--- src/rtl/mips32_boot_pkg.sv ---
// rtl/mips32_boot_pkg.sv - shared state encoding and frame constants for the boot loader
package mips32_boot_pkg;

    typedef enum logic [2:0] {
        IDLE   = 3'd0,
        CNT_HI = 3'd1,
        CNT_LO = 3'd2,
        DATA   = 3'd3,
        CSUM   = 3'd4,
        RUN    = 3'd5,
        ERR    = 3'd6
    } boot_state_t;

    localparam logic [7:0] DEFAULT_SYNC_BYTE = 8'hA5;

    localparam int HDR_BYTES  = 3;
    localparam int WORD_BYTES = 4;
    localparam int CSUM_BYTES = 1;

endpackage

--- src/rtl/mips32_word_assembler.sv ---
// rtl/mips32_word_assembler.sv - packs payload bytes MSB-first into words and keeps the XOR checksum
module mips32_word_assembler
    import mips32_boot_pkg::*;
(
    input  logic        i_clk,
    input  logic        i_rst_n,
    input  logic        i_clear,
    input  logic        i_valid,
    input  logic [7:0]  i_byte,
    output logic        o_word_done,
    output logic [31:0] o_word,
    output logic [7:0]  o_csum
);

    logic [1:0]  r_idx;
    logic [23:0] r_shift;
    logic [7:0]  r_csum;

    // Only three bytes need holding: the fourth is taken straight from the input.
    assign o_word      = {r_shift, i_byte};
    assign o_word_done = i_valid && (r_idx == 2'(WORD_BYTES - 1));
    assign o_csum      = r_csum;

    always_ff @(posedge i_clk or negedge i_rst_n) begin
        if (!i_rst_n) begin
            r_idx   <= 2'd0;
            r_shift <= 24'd0;
            r_csum  <= 8'd0;
        end else if (i_clear) begin
            r_idx   <= 2'd0;
            r_shift <= 24'd0;
            r_csum  <= 8'd0;
        end else if (i_valid) begin
            r_idx   <= r_idx + 2'd1;
            r_shift <= {r_shift[15:0], i_byte};
            r_csum  <= r_csum ^ i_byte;
        end
    end

endmodule

--- src/rtl/mips32_boot_loader.sv ---
// rtl/mips32_boot_loader.sv - framed byte-stream loader that fills instruction memory and releases the core
module mips32_boot_loader
    import mips32_boot_pkg::*;
#(
    parameter int         IM_ADDR_W = 10,
    parameter logic [7:0] SYNC_BYTE = DEFAULT_SYNC_BYTE
) (
    input  logic                 i_clk,
    input  logic                 i_rst_n,
    input  logic                 i_rx_valid,
    input  logic [7:0]           i_rx_data,
    output logic                 o_rx_ready,
    input  logic                 i_reload,
    output logic                 o_im_we,
    output logic [IM_ADDR_W-1:0] o_im_addr,
    output logic [31:0]          o_im_wdata,
    output logic                 o_core_run,
    output logic                 o_load_error,
    output logic [IM_ADDR_W:0]   o_words_loaded
);

    localparam logic [16:0] CAPACITY = 17'd1 << IM_ADDR_W;

    boot_state_t          r_state;
    logic                 r_rx_ready;
    logic                 r_core_run;
    logic                 r_load_error;
    logic [7:0]           r_cnt_hi;
    logic [IM_ADDR_W:0]   r_count;
    logic [IM_ADDR_W:0]   r_words;
    logic                 r_im_we;
    logic [31:0]          r_im_wdata;

    logic                 w_accept;
    logic [15:0]          w_n;
    logic                 w_asm_clear;
    logic                 w_asm_valid;
    logic                 w_word_done;
    logic [31:0]          w_word;
    logic [7:0]           w_csum;
    logic [IM_ADDR_W:0]   w_words_inc;
    logic                 w_last_word;

    assign o_rx_ready  = r_rx_ready && !i_reload;
    assign w_accept    = o_rx_ready && i_rx_valid;
    assign w_n         = {r_cnt_hi, i_rx_data};
    assign w_asm_clear = i_reload || (w_accept && r_state == CNT_LO);
    assign w_asm_valid = w_accept && (r_state == DATA);
    assign w_words_inc = r_words + {{IM_ADDR_W{1'b0}}, 1'b1};
    // No write can still be pending when a word completes, so r_words is the index of the word in flight.
    assign w_last_word = (w_words_inc == r_count);

    mips32_word_assembler u_asm (
        .i_clk       (i_clk),
        .i_rst_n     (i_rst_n),
        .i_clear     (w_asm_clear),
        .i_valid     (w_asm_valid),
        .i_byte      (i_rx_data),
        .o_word_done (w_word_done),
        .o_word      (w_word),
        .o_csum      (w_csum)
    );

    always_ff @(posedge i_clk or negedge i_rst_n) begin
        if (!i_rst_n) begin
            r_state      <= IDLE;
            r_rx_ready   <= 1'b0;
            r_core_run   <= 1'b0;
            r_load_error <= 1'b0;
            r_cnt_hi     <= 8'd0;
            r_count      <= '0;
            r_words      <= '0;
            r_im_we      <= 1'b0;
            r_im_wdata   <= 32'd0;
        end else begin
            r_im_we <= w_word_done;
            if (w_word_done) begin
                r_im_wdata <= w_word;
            end
            if (r_im_we) begin
                r_words <= w_words_inc;
            end
            if (r_state == IDLE) begin
                r_rx_ready <= 1'b1;
            end

            if (i_reload) begin
                r_state      <= IDLE;
                r_rx_ready   <= 1'b1;
                r_core_run   <= 1'b0;
                r_load_error <= 1'b0;
                r_words      <= '0;
            end else if (w_accept) begin
                case (r_state)
                    IDLE: begin
                        if (i_rx_data == SYNC_BYTE) begin
                            r_state <= CNT_HI;
                        end
                    end
                    CNT_HI: begin
                        r_cnt_hi <= i_rx_data;
                        r_state  <= CNT_LO;
                    end
                    CNT_LO: begin
                        r_count <= w_n[IM_ADDR_W:0];
                        r_words <= '0;
                        if ({1'b0, w_n} > CAPACITY) begin
                            r_state      <= ERR;
                            r_rx_ready   <= 1'b0;
                            r_load_error <= 1'b1;
                        end else if (w_n == 16'd0) begin
                            r_state <= CSUM;
                        end else begin
                            r_state <= DATA;
                        end
                    end
                    DATA: begin
                        if (w_word_done && w_last_word) begin
                            r_state <= CSUM;
                        end
                    end
                    CSUM: begin
                        r_rx_ready <= 1'b0;
                        if (i_rx_data == w_csum) begin
                            r_state    <= RUN;
                            r_core_run <= 1'b1;
                        end else begin
                            r_state      <= ERR;
                            r_load_error <= 1'b1;
                        end
                    end
                    default: begin
                        r_state <= r_state;
                    end
                endcase
            end
        end
    end

    assign o_im_we        = r_im_we;
    assign o_im_addr      = r_words[IM_ADDR_W-1:0];
    assign o_im_wdata     = r_im_wdata;
    assign o_core_run     = r_core_run;
    assign o_load_error   = r_load_error;
    assign o_words_loaded = r_words;

endmodule

--- config.mk ---
export PLATFORM = sky130hd
export DESIGN_NAME = mips32_boot_loader
export DESIGN_NICKNAME = d
export VERILOG_FILES = /design/src/rtl/mips32_boot_pkg.sv /design/src/rtl/mips32_word_assembler.sv /design/src/rtl/mips32_boot_loader.sv
export SDC_FILE = /design/constraint.sdc
export NUM_CORES = 1
export LEC_CHECK = 0
export ABC_CLOCK_PERIOD_IN_PS = 2500
export CELL_PAD_IN_SITES_DETAIL_PLACEMENT = 0
export CELL_PAD_IN_SITES_GLOBAL_PLACEMENT = 1
export CORE_UTILIZATION = 43
export DETAILED_ROUTE_END_ITERATION = 16
export PLACE_DENSITY = 0.87
export SLEW_MARGIN = 0
export SYNTH_ARGS = -nofsm -noshare
export SYNTH_HDL_FRONTEND = slang
export SYNTH_SLANG_ARGS = --single-unit
--- constraint.sdc ---
create_clock -name i_clk -period 2.5 [get_ports i_clk]
set_input_delay 0.375 -clock i_clk [delete_from_list [all_inputs] [get_ports i_clk]]
set_output_delay 0.375 -clock i_clk [all_outputs]
set_load 0.01 [all_outputs]
# Yosys cells after proc, flatten, opt, wreduce, memory -nomap -nowiden
# Cells that the tools add are included.
[classes] add_sub_neg=2 n_lt_le_gt_ge=1 eq_ne=12 muxes=32 bitwise=2 reduce_logical=21
[op_table] op="two-way mux 24 bit" count=2
[op_table] op="two-way mux 11 bit" count=4
[op_table] op="two-way mux 3 bit" count=6
[op_table] op="greater-than comparator 16 x 11 -> 1 bit (second input constant)" count=1
[op_table] op="logical NOT 16 bit" count=1
[op_table] op="two-way mux 8 bit" count=2
[op_table] op="one-hot mux 3 bit (5 select lines)" count=1
[op_table] op="two-way mux 1 bit" count=12
[op_table] op="adder 11 x 1 -> 11 bit (second input constant)" count=1
[op_table] op="equality test 11 bit" count=1
[op_table] op="!= test 3 x 2 -> 1 bit (second input constant)" count=3
[op_table] op="AND reduction 3 bit" count=3
[op_table] op="equality test 8 bit" count=1
[op_table] op="equality test 8 bit (second input constant)" count=1
[op_table] op="AND reduction 4 bit" count=2
[op_table] op="nonzero test 2 bit" count=4
[op_table] op="bitwise XOR 8 bit" count=1
[op_table] op="equality test 3 x 2 -> 1 bit (second input constant)" count=2
[op_table] op="logical AND 1 bit" count=6
[op_table] op="two-way mux 2 bit" count=3
[op_table] op="nonzero test 6 bit" count=1
[op_table] op="one-hot mux 1 bit (2 select lines)" count=2
[op_table] op="equality test 3 x 1 -> 1 bit (second input constant)" count=1
[op_table] op="equality test 3 bit (second input constant)" count=1
[op_table] op="8 further kinds" count=8
[word_totals] ff_bits=103 in_bits=12 out_inout_bits=57 word_cells=82

# Logic depth before layout (Yosys ltp)
[logic_depth] depth_word=10 mapped_depth=8 mapped_depth_nobuf=7

# By module
# A second synthesis with hierarchy kept.
[unflattened] cells_unflattened=423 area_unflattened_um2=4941.0
[modules_own_cells] mod="mips32_boot_loader" instances=1 cells_per_inst=294 area_per_inst_um2=3384.5 seq_area_each_um2=1726.7
[modules_own_cells] mod="mips32_word_assembler" instances=1 cells_per_inst=129 area_per_inst_um2=1556.5 seq_area_each_um2=850.8

# Worst setup path before layout
# No wires, ideal clock.
[synth_path] path_type="reg-to-reg" from="register r_words[0] (netlist: o_words_loaded[0])" to="register r_state[1]" arrival_time_ns=1.828 slack_ns=0.544 path_stages_with_launch=8 path_buffers=0 synth_period_minus_slack_ns=1.956 path_cell_list="dfrtp_1 -> ha_1 -> and4_1 -> and3_1 -> a211o_1 -> a21oi_1 -> o2111a_2 -> o31ai_1"
[synth_between] elab_chain_len=5
[synth_rtl] element="start: declaration" line="mips32_boot_loader.sv:30" rtl="logic [IM_ADDR_W:0] r_words;"
[synth_rtl] element="start signal: assignment" line="mips32_boot_loader.sv:81" rtl="r_words <= w_words_inc;"
[synth_rtl] element="adder 11 x 1 -> 11 bit" line="mips32_boot_loader.sv:49" rtl="assign w_words_inc = r_words + {{IM_ADDR_W{1'b0}}, 1'b1};"
[synth_rtl] element="equality test 11 bit" line="mips32_boot_loader.sv:51" rtl="assign w_last_word = (w_words_inc == r_count);"
[synth_rtl] element="logical AND 1 bit" line="mips32_boot_loader.sv:118" rtl="if (w_word_done && w_last_word) begin"
[synth_rtl] element="!= test 3 x 2 -> 1 bit (no source line)"
[synth_rtl] element="AND reduction 4 bit (no source line)"
[synth_rtl] element="end signal: assignment" line="mips32_boot_loader.sv:133" rtl="r_state <= r_state;"
[synth_rtl] element="end: declaration" line="mips32_boot_loader.sv:24" rtl="boot_state_t r_state;"
# No other way between the ends.
# A chain may end at the register's enable or synchronous reset.

# Worst setup path in the final report
[layout_path] from="register r_words[1] (netlist: o_words_loaded[1])" to="register r_state[1]"
# Same word-level chain as after synthesis.

==> flow_summary.toml <==
[outcome]
outcome = "completed"

[detailed_routing]
wirelength_um = 9796
drc = 0
dr.first_iter.drc_count = 171
vias = 3361
dr.pass1.iters = 4
vias_per_cell = 5.219
antenna_left = 0
wl_per_cell_um = 15.21

[hold_path]
holdCritStartpoint = "r_count[10]"
hp-class = "reg -> reg"
hold_depth = 2
hold_end = "r_count[10]"

[flow_run]
max_cap_viol_count = 0

[clocking]
htreeDepth = 3
cts_buffers = 9
cts_buffer_depth = 2
postCtsResizedCells = 0
clock-root-buffer = "clkbuf_8"
cts_tree = "built"
path_clk_slew_ns = 0.11
clock_latency_ns = 0.37
cts.sinks = 103

[logic_synthesis]
netlist_area_um2 = 4765
yosysWarnings = 0
syn_inst = 432
synth.ff_latch_count = 103
synth_top_area_cell = "dfrtp_1"
ys.flop_type = "dfrtp_1"
synth.avg_cell_area_um2 = 11.03
synthTopCellsByArea = "dfrtp_1 54%, mux2_2 12%, nand2_1 4.9%"
ys_types = 47
synth-edff-count = 0
syn_nets = 446
async_reset_ff_frac = 1.000
seq_area_frac_synth = 0.5410
synth_top_area_frac = 0.5410

[timing]
fin_tns_setup_ns = 0
final-hold-violation-count = 0
rsz0062_at_grt = "false"
skew_ns = 0.009374
layout_min_cycle_time_ns = 2.101
max_freq_mhz = 476.0
hold_ws_ns = 0.5082
slew_viol_final = 0
setup_violations = 0
worst_pin_slew_ns = 0.5455
relSlewSlack = 0.6363
finalCritPeriodShare = 0.8404

[global_route]
grt_pass1_wl_um = 16840
antenna_found_initial = 0
grt_start_max_net_pins = 46
grt_pass1_vias = 3350
grt_remaining_overflow = 0
groute.usage.overall = 0.1887

[worst_setup_path]
critPathArrivalTime_ns = 2.36
r2r_slack_ns = 0.40
worstPathMaxFanout = 6
end_kind = "flop"
reg2reg_depth = 7
max_stage_delay_ns = 0.47
crit_required_ns = 2.76
r2r-end = "r_state[1]"
worst_path_max_delay_cell = "dfrtp_1"
critical_path_class = "reg -> reg"
start_kind = "flop"
rr_startpoint = "o_words_loaded[1]"
crit_chain = "ha_1 -> and4_1 -> nand4_1 -> xnor2_1 -> nor4_1 -> o2111a_2 -> o31ai_1"

[layout]
layout_commonest_cell = "dfrtp_1"
utilization = 0.5382
nets = 513
fin_cells = 644
antenna_cells = 0
mostFrequentLayoutCells = "103 x dfrtp_1, 67 x clkdlybuf4s50_1, 62 x nand2_1"
area_growth_pct = 22.45
drive_above_1_share = 0.1825

[floorplanning]
die_area_um2 = 11510
die_w_um = 107.3
io_pins = 69
rows = 38
core_um2 = 10840
start_util = 0.4395
fp.dieH_um = 107.3

[place]
place_inst = 627
place_hpwl_um = 6843
port_buffers = 68
gp_congestion = 0.8588

[pwr]
pwr-share-comb = 0.056
p_int_w = 0.002261
cellPowerDensity_nw_per_um2 = 516.6
vdd_drop_max_uv = 298.7
pwr-share-seq = 0.567
switching_share = 0.2497
clkPwrFrac = 0.377
power_leakage_nw = 2.629
p_switching_w = 0.0007526
==> critical path, delay by kind of cell, from the launching register on <==
kind / cells / cell delay, ns
xor gates and xnor gates: 1 / 0.16
DFF: 1 / 0.47
adders and majority gates: 1 / 0.27
AOI/OAI and AO/OA: 2 / 0.37
and+or+nand+nor: 3 / 0.73
==> how the worst max path moves through the flow <==
stage,start,end,slack [ns],cells after the start
global placement,i_rx_data[6],r_state[2],0.13,6
finish,o_words_loaded[1],r_state[1],0.40,7
floorplan,o_words_loaded[0],r_state[1],0.54,7
global route,o_words_loaded[1],r_state[1],0.26,7
CTS,o_words_loaded[1],r_state[1],0.38,7
detailed placement,i_rx_data[6],r_state[2],0.13,6
==> power groups by stage <==
stage / Clock (W) / Combinational, W / Sequential (W)
after floorplan: 0 / 0.0000706 / 0.00174
after global placement: 0 / 0.000169 / 0.00174
after detailed placement: 0 / 0.000172 / 0.00174
after CTS: 0.00116 / 0.000174 / 0.00171
after global routing: 0.00123 / 0.000191 / 0.00171
final: 0.00113 / 0.000169 / 0.00171
==> layout make-up <==
| cell class | count | area [um^2] |
|---|---|---|
| clock inverter | 7 | 102.6 |
| timing repair buffer | 87 | 860.8 |
| clock buffer | 9 | 123.9 |
| multi-input combinational | 291 | 1968 |
| tap | 140 | 175.2 |
| fill | 969 | 5006 |
| sequential | 103 | 2577 |
| inverter | 7 | 26.28 |
==> stage by stage <==
stage                     instance area, um^2  setup WS [ns]  power (W)
after global placement                   5598         0.1262   0.001910
after CTS                                5834         0.3841   0.003048
after floorplan                          4765         0.5437   0.001806
final                                    5834         0.3990   0.003014
after detailed placement                 5598         0.1251   0.001914
after global routing                     5834         0.2648   0.003139
==> routing by layer <==
| layer | vias to the layer above | wire length [um] | global-route usage |
|---|---|---|---|
| met3 | 9 | 365 | 0.03148 |
| met5 | - | 0 | 0 |
| li1 | 1609 | - | - |
| met4 | 0 | 142 | 0.07045 |
| met1 | 1660 | 4705 | 0.2639 |
| met2 | 83 | 4582 | 0.2954 |
==> state kept, by name, summed over array words and instances (netlist names) <==
signal and count:
o_im_wdata 32, u_asm.r_shift 24, o_words_loaded 11, r_count 11, r_cnt_hi 8, u_asm.o_csum 8, r_state 3, u_asm.r_idx 2
o_core_run 1, o_im_we 1, o_load_error 1, r_rx_ready 1
==> cells by family (layout without fill, tap and decap cells) <==
logic type,Yosys count,after routing,share of synthesized area
buf+inv,38,110,0.04596
mux,51,51,0.1203
xor+xnor,40,40,0.07353
fa+ha+maj,2,2,0.005251
flops,103,103,0.5410
compound gates,60,60,0.07694
simple gates,138,138,0.1371
==> synthesized netlist by cell type, drive strengths merged (2+ instances only) <==
cell	number
dfrtp	103
nand2	63
mux2	50
a21oi	34
nor2	28
xor2	22
buf	21
xnor2	18
nand3	12
clkbuf	10
o21ai	10
inv	7
nand4	6
and3	5
nand2b	5
nor3	4
nor4	4
and2	3
a211o	2
and4	2
ha	2
nor2b	2
o21a	2
o311a	2
==> timing repair <==
item,in CTS,in global routing
setup buffers,0,0
hold endpoints to repair,37,0
hold buffers,1,0
Power figures use the tool's default switching activity.
